$ cat src/rtl/tcm_dec_trb_ctrl.sv
`default_nettype none
//------------------------------------------------------------------------------
// Module   : tcm_dec_trb_ctrl
// Brief    : TCM decoder traceback controller. Stores survivor-decision frames
//            in two ping-pong memory banks and replays each frame backwards
//            (last address down to 0) with a read-latency-aligned strobe set.
// Revision : 1.0 - initial release
//------------------------------------------------------------------------------
module tcm_dec_trb_ctrl #(
   parameter int pADDR_W  = 10,
   parameter int pSTATE_W = 6,
   parameter int pRD_LAT  = 2
) (
   input  logic                iclk,
   input  logic                ireset_n,
   input  logic                iclkena,
   input  logic                isop,
   input  logic                ival,
   input  logic                ieop,
   input  logic [pSTATE_W-1:0] istate_best,
   output logic                ordy,
   output logic                owena,
   output logic [pADDR_W:0]    owaddr,
   output logic                orena,
   output logic [pADDR_W:0]    oraddr,
   output logic                otrb_sop,
   output logic                otrb_val,
   output logic                otrb_eop,
   output logic [pSTATE_W-1:0] otrb_state,
   output logic                obusy,
   output logic                oerr
);

   localparam logic [pADDR_W-1:0] c_ADDR_MAX   = '1;
   localparam logic [pADDR_W-1:0] c_ADDR_ONE   = pADDR_W'(1);
   localparam logic [2:0]         c_DRAIN_LAST = 3'(pRD_LAT - 1);

   typedef enum logic [1:0] {
      S_IDLE  = 2'd0,
      S_TRACE = 2'd1,
      S_DRAIN = 2'd2
   } state_t;

   // write side
   logic                r_wbank;
   logic [pADDR_W-1:0]  r_wptr;
   logic                r_in_frame;
   logic                r_ovf;
   logic                r_err;
   logic [1:0]          r_full;
   logic [pADDR_W-1:0]  r_len  [0:1];
   logic [pSTATE_W-1:0] r_best [0:1];

   // read side
   state_t              r_state;
   logic                r_rbank;
   logic [pADDR_W-1:0]  r_rptr;
   logic                r_first;
   logic [2:0]          r_drain_cnt;
   logic [pSTATE_W-1:0] r_trb_state;
   logic [pRD_LAT-1:0]  r_dl_val;
   logic [pRD_LAT-1:0]  r_dl_sop;
   logic [pRD_LAT-1:0]  r_dl_eop;

   logic                w_wr_try;
   logic                w_wr_acc;
   logic                w_drop;
   logic                w_restart;
   logic                w_wr_en;
   logic                w_close;
   logic                w_ovf_hit;
   logic [pADDR_W-1:0]  w_waddr;
   logic [pADDR_W-1:0]  w_last_len;
   logic                w_rd_last;
   logic                w_rd_clr;
   logic [1:0]          w_full_set;
   logic [1:0]          w_full_clr;

   // Write qualification. Reset gates acceptance so no write strobe escapes
   // while ireset_n is low.
   assign ordy       = ~r_full[r_wbank];
   assign w_wr_try   = ireset_n & iclkena & ival & ordy;
   assign w_wr_acc   = w_wr_try & (isop | r_in_frame);
   assign w_drop     = w_wr_try & ~isop & ~r_in_frame;
   assign w_restart  = w_wr_acc & isop & r_in_frame;
   assign w_waddr    = isop ? '0 : r_wptr;
   // After an overflow the rest of the frame is swallowed, but a new isop
   // always restarts a clean frame.
   assign w_wr_en    = w_wr_acc & (isop | ~r_ovf);
   assign w_close    = w_wr_acc & ieop;
   assign w_ovf_hit  = w_wr_en & ~ieop & (w_waddr == c_ADDR_MAX);
   assign w_last_len = (r_ovf & ~isop) ? c_ADDR_MAX : w_waddr;

   assign owena  = w_wr_en;
   assign owaddr = {r_wbank, w_waddr};

   // Read strobes are a decode of the registered FSM state and pointer.
   assign orena      = (r_state == S_TRACE);
   assign oraddr     = {r_rbank, r_rptr};
   assign w_rd_last  = orena & (r_rptr == '0);
   assign w_rd_clr   = iclkena & w_rd_last;

   assign w_full_set = w_close  ? (r_wbank ? 2'b10 : 2'b01) : 2'b00;
   assign w_full_clr = w_rd_clr ? (r_rbank ? 2'b10 : 2'b01) : 2'b00;

   assign otrb_val   = r_dl_val[pRD_LAT-1];
   assign otrb_sop   = r_dl_sop[pRD_LAT-1];
   assign otrb_eop   = r_dl_eop[pRD_LAT-1];
   assign otrb_state = r_trb_state;
   assign obusy      = (r_state != S_IDLE);
   assign oerr       = r_err;

   // Write pointer, frame tracking, per-bank length/best capture, sticky error.
   always_ff @(posedge iclk or negedge ireset_n) begin
      if (!ireset_n) begin
         r_wbank    <= 1'b0;
         r_wptr     <= '0;
         r_in_frame <= 1'b0;
         r_ovf      <= 1'b0;
         r_err      <= 1'b0;
         r_len[0]   <= '0;
         r_len[1]   <= '0;
         r_best[0]  <= '0;
         r_best[1]  <= '0;
      end else if (iclkena) begin
         if (w_drop | w_restart | w_ovf_hit)
            r_err <= 1'b1;
         if (w_wr_acc) begin
            if (w_close) begin
               r_len[r_wbank]  <= w_last_len;
               r_best[r_wbank] <= istate_best;
               r_wbank         <= ~r_wbank;
               r_wptr          <= '0;
               r_in_frame      <= 1'b0;
               r_ovf           <= 1'b0;
            end else begin
               r_in_frame <= 1'b1;
               if (w_wr_en)
                  r_wptr <= w_waddr + c_ADDR_ONE;
               if (w_ovf_hit)
                  r_ovf <= 1'b1;
               else if (isop)
                  r_ovf <= 1'b0;
            end
         end
      end
   end

   // Bank full flags: the write side's set wins over a same-bank read clear.
   always_ff @(posedge iclk or negedge ireset_n) begin
      if (!ireset_n)
         r_full <= 2'b00;
      else if (iclkena)
         r_full <= (r_full & ~w_full_clr) | w_full_set;
   end

   // Read FSM: pick up a full bank, trace it backwards, then let the read
   // pipeline empty before the traceback state may change.
   always_ff @(posedge iclk or negedge ireset_n) begin
      if (!ireset_n) begin
         r_state     <= S_IDLE;
         r_rbank     <= 1'b0;
         r_rptr      <= '0;
         r_first     <= 1'b0;
         r_drain_cnt <= '0;
         r_trb_state <= '0;
      end else if (iclkena) begin
         case (r_state)
            S_IDLE: begin
               if (r_full[r_rbank]) begin
                  r_state     <= S_TRACE;
                  r_rptr      <= r_len[r_rbank];
                  r_trb_state <= r_best[r_rbank];
                  r_first     <= 1'b1;
               end
            end
            S_TRACE: begin
               r_first <= 1'b0;
               if (r_rptr == '0) begin
                  r_rbank     <= ~r_rbank;
                  r_state     <= S_DRAIN;
                  r_drain_cnt <= '0;
               end else begin
                  r_rptr <= r_rptr - c_ADDR_ONE;
               end
            end
            S_DRAIN: begin
               if (r_drain_cnt == c_DRAIN_LAST)
                  r_state <= S_IDLE;
               else
                  r_drain_cnt <= r_drain_cnt + 3'd1;
            end
            default: r_state <= S_IDLE;
         endcase
      end
   end

   // Delay line aligning val/sop/eop with the decision-memory read data.
   always_ff @(posedge iclk or negedge ireset_n) begin
      if (!ireset_n) begin
         r_dl_val <= '0;
         r_dl_sop <= '0;
         r_dl_eop <= '0;
      end else if (iclkena) begin
         r_dl_val[0] <= orena;
         r_dl_sop[0] <= orena & r_first;
         r_dl_eop[0] <= w_rd_last;
         for (int i = 1; i < pRD_LAT; i++) begin
            r_dl_val[i] <= r_dl_val[i-1];
            r_dl_sop[i] <= r_dl_sop[i-1];
            r_dl_eop[i] <= r_dl_eop[i-1];
         end
      end
   end

endmodule
`default_nettype wire

$ cat config.mk
export PLATFORM = sky130hd
export DESIGN_NAME = tcm_dec_trb_ctrl
export DESIGN_NICKNAME = d
export VERILOG_FILES = /design/src/rtl/tcm_dec_trb_ctrl.sv
export SDC_FILE = /design/constraint.sdc
export NUM_CORES = 1
export LEC_CHECK = 0
export BUFFER_PORTS_ARGS = -buffer_cell sky130_fd_sc_hd__buf_2
export CORE_ASPECT_RATIO = 0.7
export CORE_MARGIN = 2
export CORE_UTILIZATION = 58
export CTS_CLUSTER_SIZE = 8
export DETAILED_ROUTE_END_ITERATION = 8
export PLACE_DENSITY = 0.84
export SKIP_LAST_GASP = 1
export SLEW_MARGIN = 25
export SYNTH_ARGS = -nofsm -noshare
export SYNTH_HDL_FRONTEND = slang
export SYNTH_SLANG_ARGS = --single-unit
$ cat constraint.sdc
create_clock -name iclk -period 2.6 [get_ports iclk]
set_clock_uncertainty 0.15 [all_clocks]
set_input_delay 0.52 -clock iclk [delete_from_list [all_inputs] [get_ports iclk]]
set_output_delay 0.52 -clock iclk [all_outputs]
set_load 0.01 [all_outputs]
==> results.md <==
- During synthesis, Yosys emitted a total of 0 warnings.
- Counting tap cells, the placed design contains a total of 508 instances.
- The largest net degree at the start of global routing is 78.
- The most frequently used flop master after synthesis is sky130_fd_sc_hd__dfrtp_1.
- The count of final hold-check violations was 0.
- 0 antenna diodes ended up in the layout.
- The width of the chip is 102 um.
- The post-synthesis average cell area is 10.4 um2.
- After detailed placement, the total cell area comes to 4270 um2.
- The data required time of the worst path is 2.69 ns.
- The worst setup path is captured at a register.
- Synthesis instantiated 54 different standard cells from the library.
- The register bit total from synthesis is 77.
- In this run, CTS created clock tree buffers numbering 9.
- Prior to clock tree synthesis, the placed netlist has a worst setup slack of 0.215 ns.
- At the end of the flow the core is filled with cells to 67.2%.
- For the final routed database, the setup TNS stands at 0 ns.
- The leakage power of the design is 2.05 nW.
- After layout, the worst path uses 92.2% of the clock period.
- At the end of routability-driven placement, the weighted congestion stood at 0.929.
- The number of clock sinks seen by CTS is 77.
- For this run, the register share of the synthesized area comes to 49.0%.
- The number of buffers inserted to repair setup after CTS is 0.
- The initial antenna violation count is 0.
- The number of DRC violations after detailed routing is 0.
- The startpoint of the most critical register-to-register path is r_rptr[0]$_DFFE_PN0P_.
- Measured against its own limit, the worst slew margin works out to 47.4%.
- STA classifies the critical path startpoint as a register.
- By area the synthesized netlist is led by sky130_fd_sc_hd__dfrtp_1, sky130_fd_sc_hd__mux2_2, sky130_fd_sc_hd__o21ai_0.
- The endpoint identified for the worst register-to-register timing path is r_rptr[8]$_DFFE_PN0P_.
- The sum of overflow across all layers after global routing is 0.
- The number of nets in the final layout is 442.
- The core region is 6660 um2.
- The number of buffers and inverters on the critical path is 1.
- Using the TritonRoute via totals, the vias-per-cell ratio works out to 6.01.
- TritonCTS built the clock tree.
- The floorplan step set the die height to 72.9 um.
- In this run, post-CTS repair resized a total of 0 instances.
- The time the final worst path needs with I/O delays and setup is 2.40 ns.
- The final setup violation count is 0.
- The highest clock frequency the design can meet is 0.417 GHz.
- Relative to the synthesized area, the layout overhead comes to 13.9%.
- Data on the critical path arrives at its endpoint at 2.49 ns.
- Counting the fill cells in the layout gives 527.
- After clock tree synthesis, the clock-pin slew on the worst setup and hold paths is 0.08 ns.
- The number of H-tree levels is 3.
- The min-delay analysis places its worst path in the category input port to asynchronous set/reset pin.
- The area share of the leading cell type in the synthesized netlist is 49.0%.
- The insertion delay of the later-clocked pin in the worst-skew pair is 0.35 ns.
- Summing all non-filler instances in the final layout gives an area of 4480 um2.
- The total track usage is 25.7%.
- In this run the worst path has a maximum fanout of 5.
- The worst supply voltage drop on vdd is 0.485 mV.
- The initial cell density of the core is 59.0%.
- After synthesis, the share of flip-flops with an asynchronous set or reset is 100%.
- The final wirelength is 8810 um.
- The synthesized design contains 0 enable-type register cells.
- The power per standard cell area is 1050 nW/um2.
- The largest buffer count on any clock path is 2.
- The worst setup path is of the register to register kind.
- After the first detailed-routing iteration, the DRC count stood at 212.
- On the critical path, the stage with the largest delay is an instance of sky130_fd_sc_hd__or4b_2.
- The largest incremental delay on the critical path is 0.66 ns.
- The max-slew violation count is 0.
- The final setup slack of the worst path is 0.203 ns.
- Max-cap violations in this run came to 0.
- The detailed-router iteration count before antenna repair is 4.
- Synthesis produced 379 cells.
- The number of cells traversed by the worst register-to-register path is 6.
- Detailed placement ended at an HPWL of 6080 um.
- The die outline area is 7470 um2.
- After floorplanning, the core was divided into 25 placement rows.
- In the final layout, the share of cells above drive strength 1 is 25.6%.
- The flop-to-flop setup slack is 0.20 ns.
- The number of hold buffers added after CTS was 0.
- The cell area that synthesis handed to floorplanning was 3930 um2.
- Setup repair after global routing left no endpoint under its margin.
- Once detail routing completed, the nets flagged for antenna violations numbered 0.
- After the flow finishes, the layout carries non-filler instances totaling 524.
- Of all cell types, the one taking the most synthesized area is sky130_fd_sc_hd__dfrtp_1.
- The first global-routing pass estimated 14,700 um of wire.
- The largest delay contributor family on the critical path is simple AND/OR/NAND/NOR gates.
- The via count of the routed design is 3,149.
- When the netlist entered floorplanning its net count stood at 396.
- The flow ran to the end, and the final reports show no timing, DRC or antenna violations.
- Walking the worst path, the cells encountered are inv_1 -> ha_1 -> or4b_2 -> nor4_1 -> o211ai_1 -> a22o_1.
- Buffers placed on the I/O ports in this run total 47.
- The number of I/O pins is 48.
- The tree is rooted in a sky130_fd_sc_hd__clkbuf_8.
- The via count of the first global-routing pass is 3,003.
- The wire length per cell is 16.8 um.
- The actual transition at the worst max-transition pin is 0.789 ns.
flip-flops by register name (all words and copies together), names as in the netlist, 2 cells and up:
| signal | cells |
|---|---|
| r_len | 20 |
| r_best | 12 |
| r_rptr | 10 |
| r_wptr | 10 |
| otrb_state | 6 |
| r_drain_cnt | 3 |
| r_dl_eop | 2 |
| r_dl_sop | 2 |
| r_dl_val | 2 |
| r_full | 2 |
| r_state | 2 |
metrics by stage:
stage          power, mW  hold WS (ns)
2_1_floorplan       3.17        0.0744
5_1_grt             5.02         0.198
3_5_place_dp        3.75         0.316
6_report            4.70         0.158
4_1_cts             4.70         0.234
3_3_place_gp        3.66         0.310
routing by layer:
metal  track usage, %  share of wire [%]  up-vias
li1                 -                  -     1477
met5                0                  0        -
met1             37.7                 46     1536
met3             6.80                7.4       11
met4             8.00               0.71        0
met2             37.8                 45      125
final cells by class:
type / instances / area [um2] / share of cell area [%]
clock buffer: 11 / 151 / 3.38
clock inverter: 5 / 58.8 / 1.31
inverter: 17 / 63.8 / 1.42
multi-input combinational: 257 / 1800 / 40.2
sequential: 77 / 1930 / 43.0
tap: 94 / 118 / 2.63
timing repair buffer: 63 / 362 / 8.07
worst register-to-register path, cell delays in order (launching register included):
cell	delay (ns)
sky130_fd_sc_hd__dfrtp_1	0.41
sky130_fd_sc_hd__inv_1	0.14
sky130_fd_sc_hd__ha_1	0.21
sky130_fd_sc_hd__or4b_2	0.66
sky130_fd_sc_hd__nor4_1	0.32
sky130_fd_sc_hd__o211ai_1	0.15
sky130_fd_sc_hd__a22o_1	0.25
Yosys cell counts, types with 5 or more instances:
cell type,instances
sky130_fd_sc_hd__a21oi_1,9
sky130_fd_sc_hd__a22o_1,6
sky130_fd_sc_hd__a31oi_1,7
sky130_fd_sc_hd__clkbuf_1,16
sky130_fd_sc_hd__dfrtp_1,77
sky130_fd_sc_hd__ha_1,5
sky130_fd_sc_hd__inv_1,17
sky130_fd_sc_hd__mux2_2,23
sky130_fd_sc_hd__mux2i_1,14
sky130_fd_sc_hd__nand2_1,22
sky130_fd_sc_hd__nand2b_1,7
sky130_fd_sc_hd__nand3_1,10
sky130_fd_sc_hd__nand4_1,7
sky130_fd_sc_hd__nor2_1,24
sky130_fd_sc_hd__nor2b_1,9
sky130_fd_sc_hd__o21ai_0,37
sky130_fd_sc_hd__o31ai_1,15
placed cells by master, fill, tap and decap left out, types with 6 or more instances in the layout:
| cell | synthesis | layout |
|---|---|---|
| sky130_fd_sc_hd__nand4_1 | 7 | 7 |
| sky130_fd_sc_hd__buf_2 | 2 | 46 |
| sky130_fd_sc_hd__o31ai_1 | 15 | 15 |
| sky130_fd_sc_hd__a31oi_1 | 7 | 7 |
| sky130_fd_sc_hd__dfrtp_1 | 77 | 77 |
| sky130_fd_sc_hd__inv_1 | 17 | 17 |
| sky130_fd_sc_hd__a21oi_1 | 9 | 9 |
| sky130_fd_sc_hd__nand2b_1 | 7 | 7 |
| sky130_fd_sc_hd__nor2b_1 | 9 | 8 |
| sky130_fd_sc_hd__a22o_1 | 6 | 6 |
| sky130_fd_sc_hd__nand3_1 | 10 | 10 |
| sky130_fd_sc_hd__nor2_1 | 24 | 24 |
| sky130_fd_sc_hd__mux2_2 | 23 | 23 |
| sky130_fd_sc_hd__nand2_1 | 22 | 22 |
| sky130_fd_sc_hd__clkbuf_8 | 0 | 11 |
| sky130_fd_sc_hd__o21ai_0 | 37 | 37 |
| sky130_fd_sc_hd__buf_4 | 4 | 16 |
| sky130_fd_sc_hd__mux2i_1 | 14 | 14 |
worst max path at each step:
| stage | start | end | depth (start not counted) |
|---|---|---|---|
| 2_1_floorplan | isop | r_wptr[8]$_DFFE_PN0P_ | 9 |
| 3_3_place_gp | isop | r_wptr[8]$_DFFE_PN0P_ | 7 |
| 3_5_place_dp | isop | r_wptr[8]$_DFFE_PN0P_ | 7 |
| 4_1_cts | r_rptr[0]$_DFFE_PN0P_ | r_rptr[8]$_DFFE_PN0P_ | 6 |
| 5_1_grt | r_rptr[0]$_DFFE_PN0P_ | r_rptr[8]$_DFFE_PN0P_ | 6 |
| 6_report | r_rptr[0]$_DFFE_PN0P_ | r_rptr[8]$_DFFE_PN0P_ | 6 |
cells by family (layout without fill, tap and decap cells):
kind of cell,after synthesis,count (layout),synth area share [%]
compound gates,104,104,17.8
xor+xnor,3,3,0.668
fa+ha+maj,5,5,1.59
buf+inv,45,96,5.53
flops,77,77,49.0
mux,41,41,11.8
simple gates,104,104,13.6
report_power, final:
part | switching (mW) | total (mW) | internal [mW]
Combinational | 0.960 | 1.74 | 0.782
Clock | 0.455 | 0.951 | 0.496
Sequential | 0.376 | 2.00 | 1.63
Total | 1.79 | 4.70 | 2.91
Note: power is estimated with default switching activity, not from simulation.
